$ cat src/rtl/wb_host_arbiter.sv
// rtl/wb_host_arbiter.sv - round-robin arbiter sharing one device port between several hosts
// One transaction in flight at a time; a silent device is answered with an error after a timeout.
module wb_host_arbiter #(
    parameter int NrHosts       = 2,
    parameter int DataWidth     = 32,
    parameter int AddressWidth  = 32,
    parameter int TimeoutCycles = 64
) (
    input  logic                              clk_i,
    input  logic                              rst_i,
    input  logic [NrHosts-1:0]                host_req_i,
    output logic [NrHosts-1:0]                host_gnt_o,
    input  logic [NrHosts*AddressWidth-1:0]   host_addr_i,
    input  logic [NrHosts-1:0]                host_we_i,
    input  logic [NrHosts*DataWidth/8-1:0]    host_be_i,
    input  logic [NrHosts*DataWidth-1:0]      host_wdata_i,
    output logic [NrHosts-1:0]                host_rvalid_o,
    output logic [DataWidth-1:0]              host_rdata_o,
    output logic                              host_err_o,
    output logic                              dev_req_o,
    input  logic                              dev_gnt_i,
    output logic [AddressWidth-1:0]           dev_addr_o,
    output logic                              dev_we_o,
    output logic [DataWidth/8-1:0]            dev_be_o,
    output logic [DataWidth-1:0]              dev_wdata_o,
    input  logic                              dev_rvalid_i,
    input  logic [DataWidth-1:0]              dev_rdata_i,
    input  logic                              dev_err_i
);

    localparam int BeWidth = DataWidth / 8;
    localparam int IdxW    = (NrHosts > 1) ? $clog2(NrHosts) : 1;
    localparam int TimerW  = (TimeoutCycles > 0) ? $clog2(TimeoutCycles + 1) : 1;
    localparam logic [IdxW-1:0]   LastInit  = IdxW'(NrHosts - 1);
    localparam logic [TimerW-1:0] TimerLast = TimerW'((TimeoutCycles > 0) ? TimeoutCycles - 1 : 0);
    localparam logic [TimerW-1:0] TimerMax  = '1;
    localparam bit                TimeoutEn = (TimeoutCycles != 0);

    typedef enum logic [1:0] {
        IDLE,
        REQ,
        RESP
    } state_e;

    state_e              state_q;
    logic [IdxW-1:0]     last_q;
    logic [IdxW-1:0]     sel_q;
    logic [IdxW-1:0]     owner_q;
    logic [TimerW-1:0]   timer_q;

    logic [IdxW-1:0]     arb_sel;
    logic [IdxW-1:0]     cur_sel;
    logic                any_req;
    logic                held_req;
    logic                timeout_hit;
    logic [AddressWidth-1:0] mux_addr;
    logic                mux_we;
    logic [BeWidth-1:0]  mux_be;
    logic [DataWidth-1:0] mux_wdata;

    function automatic logic [IdxW-1:0] rr_idx(input logic [IdxW-1:0] base, input int offs);
        int sum;
        sum = int'(base) + offs;
        if (sum >= NrHosts) sum = sum - NrHosts;
        return IdxW'(sum);
    endfunction

    // Scan from the farthest candidate inward so the nearest requester after last_q wins.
    always_comb begin
        arb_sel = '0;
        for (int i = NrHosts; i >= 1; i--) begin
            if (host_req_i[rr_idx(last_q, i)]) arb_sel = rr_idx(last_q, i);
        end
    end

    assign any_req     = |host_req_i;
    assign held_req    = host_req_i[sel_q];
    assign cur_sel     = (state_q == REQ) ? sel_q : arb_sel;
    assign timeout_hit = TimeoutEn && (state_q == RESP) && !dev_rvalid_i && (timer_q == TimerLast);

    always_comb begin
        mux_addr  = '0;
        mux_we    = 1'b0;
        mux_be    = '0;
        mux_wdata = '0;
        for (int h = 0; h < NrHosts; h++) begin
            if (cur_sel == IdxW'(h)) begin
                mux_addr  = host_addr_i[h*AddressWidth +: AddressWidth];
                mux_we    = host_we_i[h];
                mux_be    = host_be_i[h*BeWidth +: BeWidth];
                mux_wdata = host_wdata_i[h*DataWidth +: DataWidth];
            end
        end
    end

    // Outputs are forced low while reset is held so nothing leaks from requesting hosts.
    always_comb begin
        host_gnt_o    = '0;
        host_rvalid_o = '0;
        host_rdata_o  = '0;
        host_err_o    = 1'b0;
        dev_req_o     = 1'b0;
        dev_addr_o    = '0;
        dev_we_o      = 1'b0;
        dev_be_o      = '0;
        dev_wdata_o   = '0;
        if (!rst_i) begin
            case (state_q)
                IDLE: begin
                    dev_req_o = any_req;
                    if (any_req) host_gnt_o[arb_sel] = dev_gnt_i;
                end
                REQ: begin
                    dev_req_o = held_req;
                    if (held_req) host_gnt_o[sel_q] = dev_gnt_i;
                end
                RESP: begin
                    host_rdata_o = timeout_hit ? '0 : dev_rdata_i;
                    if (dev_rvalid_i) begin
                        host_rvalid_o[owner_q] = 1'b1;
                        host_err_o             = dev_err_i;
                    end else if (timeout_hit) begin
                        host_rvalid_o[owner_q] = 1'b1;
                        host_err_o             = 1'b1;
                    end
                end
                default: ;
            endcase
            if (dev_req_o) begin
                dev_addr_o  = mux_addr;
                dev_we_o    = mux_we;
                dev_be_o    = mux_be;
                dev_wdata_o = mux_wdata;
            end
        end
    end

    always_ff @(posedge clk_i or posedge rst_i) begin
        if (rst_i) begin
            state_q <= IDLE;
            last_q  <= LastInit;
            sel_q   <= '0;
            owner_q <= '0;
            timer_q <= '0;
        end else begin
            case (state_q)
                IDLE: begin
                    if (any_req) begin
                        sel_q <= arb_sel;
                        if (dev_gnt_i) begin
                            owner_q <= arb_sel;
                            timer_q <= '0;
                            state_q <= RESP;
                        end else begin
                            state_q <= REQ;
                        end
                    end
                end
                REQ: begin
                    // A host withdrawing before its grant is abandoned without a grant.
                    if (!held_req) begin
                        state_q <= IDLE;
                    end else if (dev_gnt_i) begin
                        owner_q <= sel_q;
                        timer_q <= '0;
                        state_q <= RESP;
                    end
                end
                RESP: begin
                    if (dev_rvalid_i || timeout_hit) begin
                        last_q  <= owner_q;
                        state_q <= IDLE;
                    end else if (timer_q != TimerMax) begin
                        timer_q <= timer_q + 1'b1;
                    end
                end
                default: state_q <= IDLE;
            endcase
        end
    end

endmodule

$ cat config.mk
export PLATFORM = sky130hd
export DESIGN_NAME = wb_host_arbiter
export DESIGN_NICKNAME = d
export VERILOG_FILES = /design/src/rtl/wb_host_arbiter.sv
export SDC_FILE = /design/constraint.sdc
export NUM_CORES = 1
export LEC_CHECK = 0
export BUFFER_PORTS_ARGS = -buffer_cell sky130_fd_sc_hd__clkbuf_2
export CORE_AREA = 5 5 106 108
export CTS_CLUSTER_SIZE = 16
export DETAILED_ROUTE_END_ITERATION = 8
export DIE_AREA = 0 0 111 113
export GPL_TIMING_DRIVEN = 0
export PLACE_DENSITY = 0.57
export SETUP_SLACK_MARGIN = 0.15
export SLEW_MARGIN = 20
export SYNTH_ARGS = -nofsm -noshare
export SYNTH_HDL_FRONTEND = slang
export SYNTH_SLANG_ARGS = --single-unit
$ cat constraint.sdc
create_clock -name clk_i -period 2.7 [get_ports clk_i]
set_input_delay 0.54 -clock clk_i [delete_from_list [all_inputs] [get_ports clk_i]]
set_output_delay 0.54 -clock clk_i [all_outputs]
set_load 0.05 [all_outputs]
* Word-level counts from Yosys, hierarchy flattened
Cells that the tools add are included.
** Word-level totals
- Logic and storage cells :: 114
- Bits in registers :: 12
- Input bits :: 177
- Output and inout port bits :: 107
** Operators by class
- Add/sub/neg operators :: 5
- Muxes and demuxes :: 64
- Magnitude comparators :: 10
- Bitwise operators :: 2
- Eq/ne operators :: 12
- Reduce and logical (&&, ||, !) cells :: 16
** Operators with widths (number)
- 32-bit two-way mux :: 9
- 7-bit two-way mux :: 5
- 1-bit two-way mux :: 27
- 2-bit two-way mux :: 12
- 7-bit case mux with 3 select lines :: 1
- 4-bit two-way mux :: 3
- 1-bit by 2-bit < comparator with 1-bit output (second input constant) :: 5
- 2-bit inequality test (second input constant) :: 5
- 5-bit AND reduction :: 2
- 7-bit by 1-bit adder with 7-bit output (second input constant) :: 1
- 7-bit by 6-bit equality test with 1-bit output (second input constant) :: 1
- 7-bit inequality test (second input constant) :: 1
- 2-bit case mux with 3 select lines :: 1
- 1-bit logical AND :: 5
- 2-bit AND :: 2
- 2-bit by 1-bit inequality test with 1-bit output (second input constant) :: 2
- 1-bit case mux with 2 select lines :: 2
- 2-bit case mux with 2 select lines :: 1
- 2-bit AND reduction :: 2
- 1-bit by 2-bit adder with 3-bit output (second input constant) :: 1
- 1-bit demux with 1-bit select :: 3
- 1-bit >= comparator (second input constant) :: 3
- 3-bit by 2-bit >= comparator with 1-bit output (second input constant) :: 1
- 3-bit inequality test (second input constant) :: 1
- other kinds (12) :: 13

* Logic depth before layout (Yosys ltp)
- Depth after elaboration :: 15
- Mapped depth :: 7
- Depth with buffers taken out :: 5

* Least setup slack after synthesis
OpenSTA, ideal clock, no wires.
- Path kind :: flip-flop to output port
- Start point :: register timer_q[0]
- End point :: output port host_rvalid_o[1]
- Arrival time :: 2.511 ns
- Stages on the path, launching flop included :: 5
- Required time :: 2.160 ns
- Buffers on the path :: 0
- Path slack :: -0.351 ns
- Cell sequence :: dfrtp_1 ha_1 and4b_1 a31oi_1 nor4b_1
** Between the ends
- Longest elaborated chain between the ends :: 6
** RTL lines
- start: declaration :: RTL line 49 : logic [TimerW-1:0] timer_q;
- start signal: assignment :: RTL line 174 : timer_q <= timer_q + 1'b1;
- 7-bit by 6-bit equality test with 1-bit output :: RTL line 79 : assign timeout_hit = TimeoutEn && (state_q == RESP) && !dev_rvalid_i && (timer_q == TimerLast);
- 1-bit logical AND :: RTL line 79
- 2-bit two-way mux :: RTL line 122 : end else if (timeout_hit) begin
- 2-bit two-way mux :: RTL line 119 : if (dev_rvalid_i) begin
- 2-bit two-way mux :: RTL line 108 : case (state_q)
- 2-bit two-way mux :: RTL line 107 : if (!rst_i) begin
- end: declaration :: RTL line 17 : output logic [NrHosts-1:0] host_rvalid_o,
No other way between the ends.

* Worst setup path after layout
- Start point :: register timer_q[0]
- End point :: output port host_rdata_o[25]
** Between the ends
- Longest elaborated chain between the ends :: 5
** RTL lines
- 7-bit by 6-bit equality test with 1-bit output :: RTL line 79
- 1-bit logical AND :: RTL line 79
- 32-bit two-way mux :: RTL line 118 : host_rdata_o = timeout_hit ? '0 : dev_rdata_i;
- 32-bit two-way mux :: RTL line 108
- 32-bit two-way mux :: RTL line 107
- end: declaration :: RTL line 18 : output logic [DataWidth-1:0] host_rdata_o,
No other way between the ends.

==> results.py <==
metrics = {
    "run_status": {
        "status": "finished clean",
    },
    "yosys": {
        "netlist_area_um2": 1952,
        "synth_top_area_cell": "nand2_1",
        "netlist.area_leader.share_pct": 28.08,
        "yosysSeqAreaShare_pct": 15.45,
        "synth_most_common_cell": "nand2_1",
        "ys_warn_count": 0,
        "ys_seq_elements": 12,
        "synth_ff_type": "dfrtp_1",
        "synth_nets": 529,
        "avgSynthCellArea_um2": 5.561,
        "synth_area_leaders": "nand2_1 (28%), a21oi_1 (18%), dfrtp_1 (14%), and2_1 (11%), clkbuf_1 (4.0%)",
        "synth_edf_count": 0,
        "async_reset_ff_share_pct": 100.0,
        "synthCells": 351,
        "synth_cell_types": 39,
        "netlist_top_cells_count": "nand2_1 (146), a21oi_1 (72), and2_1 (33)",
    },
    "clock_network": {
        "cts-buffers-inserted": 3,
        "cts_max_level": 1,
        "clkSinkCount": 12,
        "clkLatencyLatePin_ns": 0.24,
        "path_clk_slew_ns": 0.06,
        "clockRootBuffer": "clkbuf_8",
        "cts_tree": "done",
        "hold_buffers": 0,
        "clock_path_buffers": 2,
    },
    "cells_and_area": {
        "area_delta_synth_final_pct": 140.4,
        "fillers": 1005,
        "nets": 827,
        "diodes": 0,
        "layout-drive-gt1-share_pct": 66.20,
        "multi_input_comb_area_um2": 1891,
        "seq_area_um2": 301.5,
    },
    "placed_design": {
        "dpl.hpwl_mm": 9.809,
        "gp_congestion": 0.9053,
        "place_ws_ns": -0.3939,
        "portBuffers": 283,
    },
    "route": {
        "vias": 3596,
        "drtAntennaViolNets": 0,
        "drt_first_pass_iters": 4,
        "wl_per_cell_um": 15.72,
        "drt_iter0_drc": 192,
        "routed_wl_mm": 12.32,
        "drc": 0,
        "viasPerCell": 4.587,
    },
    "critical_path": {
        "required_ns": 2.16,
        "rr_startpoint": "state_q[0]$_DFFE_PP0P_",
        "arrival_ns": 1.95,
        "crit_start": "timer_q[0]$_DFFE_PP0P_",
        "crit_fanout": 10,
        "crit_path_start_kind": "flip-flop",
        "crit_type": "flip-flop to primary output",
        "rrSetupSlack_ns": 0.87,
        "endpoint_kind": "primary output",
        "worst_r2r_path_depth": 5,
        "r2r_end": "timer_q[1]$_DFFE_PP0P_",
    },
    "sta": {
        "hold_viol_final": 0,
        "drv_slew": 0,
        "skew_ns": 0.005732,
        "relSlewSlack_pct": 67.91,
        "period_share_pct": 92.12,
        "fin_ws_ns": 0.2128,
        "max_freq_ghz": 0.4021,
        "finalCriticalPeriod_ns": 2.487,
        "grt_setup_unrepaired": "yes",
        "setup_viol": 0,
        "tightest_slew_ns": 0.4808,
        "hold_ws_ns": 0.4092,
    },
    "power_and_ir_drop": {
        "powerDensity_nw_per_um2": 701.3,
        "leakage_nw": 2.437,
        "p_total_w": 0.003290,
        "vdd_drop_max_mv": 0.2953,
    },
    "floorplan": {
        "dieArea_um2": 12540,
        "die_x_um": 111,
        "ios": 284,
        "num_rows": 37,
        "die_h_um": 113,
        "core-area_um2": 10140,
        "initial_core_util_pct": 19.25,
    },
    "grt": {
        "grt_usage_pct": 17.40,
        "overflow": 0,
        "grt_pass1_wl_mm": 18.16,
        "grt_use_met3_pct": 4.385,
        "grt_pass1_vias": 3693,
        "grt_max_degree": 13,
        "antenna_found_initial": 0,
        "met1_usage_pct": 19.68,
        "grt-busiest-layer": "met2",
        "grt_use_met2_pct": 33.41,
    },
    "worst_hold_path": {
        "min_path_type": "input pin to asynchronous set/reset pin",
    },
    "flow_run": {
        "cap_violations": 0,
    },
}
how the worst max path moves through the flow:
stage / end / slack, ns / cells past startpoint
6_report: host_rdata_o[25] / 0.21 / 8
2_1_floorplan: dev_addr_o[21] / 0.26 / 6
3_3_place_gp: dev_wdata_o[10] / -0.36 / 7
4_1_cts: host_rdata_o[7] / 0.16 / 8
5_1_grt: host_rdata_o[30] / 0.12 / 8
3_5_place_dp: dev_wdata_o[10] / -0.39 / 7
stage by stage:
stage                     util (%)  instances  setup TNS, ns  cell area (µm²)
after detailed placement     37.63        770         -22.80             3815
after global routing         46.28        784              0             4692
after floorplan                  -        351              0             2228
after CTS                    43.89        779              0             4449
after global placement       37.63        770         -18.94             3815
final                        46.28        784              0             4692
critical path, cell delays in order, from the launching register on:
cell and delay (ns):
dfrtp_1 0.36, ha_2 0.19, and4b_1 0.23, nor3b_4 0.22
nor3_2 0.05, buf_4 0.16, clkbuf_8 0.15, and2_1 0.16
clkbuf_8 0.17
where the power goes:
| group | internal (W) | switching [W] | leakage, nW | total (W) |
|---|---|---|---|---|
| clock network | 0.000104 | 0.0000688 | 0.0228 | 0.000173 |
| logic | 0.00101 | 0.00179 | 2.26 | 0.00280 |
| registers | 0.000248 | 0.0000719 | 0.155 | 0.000320 |
| total | 0.00136 | 0.00193 | 2.44 | 0.00329 |
layer usage:
layer,routed length [µm],part of all wire [%],vias to the layer above
met5,0,0,-
met4,145,1.2,0
met3,1227,10,20
met2,6405,52,227
met1,4545,37,1607
li1,-,-,1742
flip-flops by register name, indices dropped and copies added, names as in the netlist:
| signal | flops |
|---|---|
| timer_q | 7 |
| state_q | 2 |
| last_q | 1 |
| owner_q | 1 |
| sel_q | 1 |
cell usage in the layout, fill, tap and decap left out, types with 2 or more instances in the layout:
cell / instances
buf_8: 26
buf_2: 22
nand3_1: 3
buf_4: 20
nor2b_1: 2
nor3_1: 3
a31oi_1: 5
nor3_2: 2
o21ai_1: 3
clkbuf_2: 186
clkbuf_8: 24
a21oi_1: 3
buf_6: 3
nor2_1: 4
nand2_1: 146
nand2b_1: 2
and2_4: 21
and2_1: 12
clkbuf_16: 2
inv_1: 10
dfrtp_1: 11
a21oi_2: 69
mux2i_1: 2
clkbuf_4: 39
o211ai_1: 2
final cells by class:
type / instances / share of cell area (%)
Multi-Input combinational cell: 303 / 40.29
Timing Repair Buffer: 293 / 42.99
Clock buffer: 4 / 0.9600
Tap cell: 136 / 3.627
Buffer: 26 / 4.907
Sequential cell: 12 / 6.427
Inverter: 10 / 0.8000
kinds of logic (layout without fill, tap and decap cells):
| logic type | Yosys count | after routing | synth area share [%] |
|---|---|---|---|
| AOI/OAI and AO/OA | 89 | 89 | 25.45 |
| adders and majority gates | 1 | 1 | 0.6409 |
| buffers and inverters | 36 | 333 | 7.949 |
| DFF | 12 | 12 | 15.45 |
| muxes | 6 | 6 | 3.269 |
| and+or+nand+nor | 207 | 207 | 47.24 |
what timing repair did:
item                                    CTS  global route
pin swaps                                 1             2
setup buffers                             5             4
gates resized for setup                 152           138
cloned                                    0             1
endpoints found under the setup margin  102           102
No activity file was read; power rests on OpenSTA's default activity.
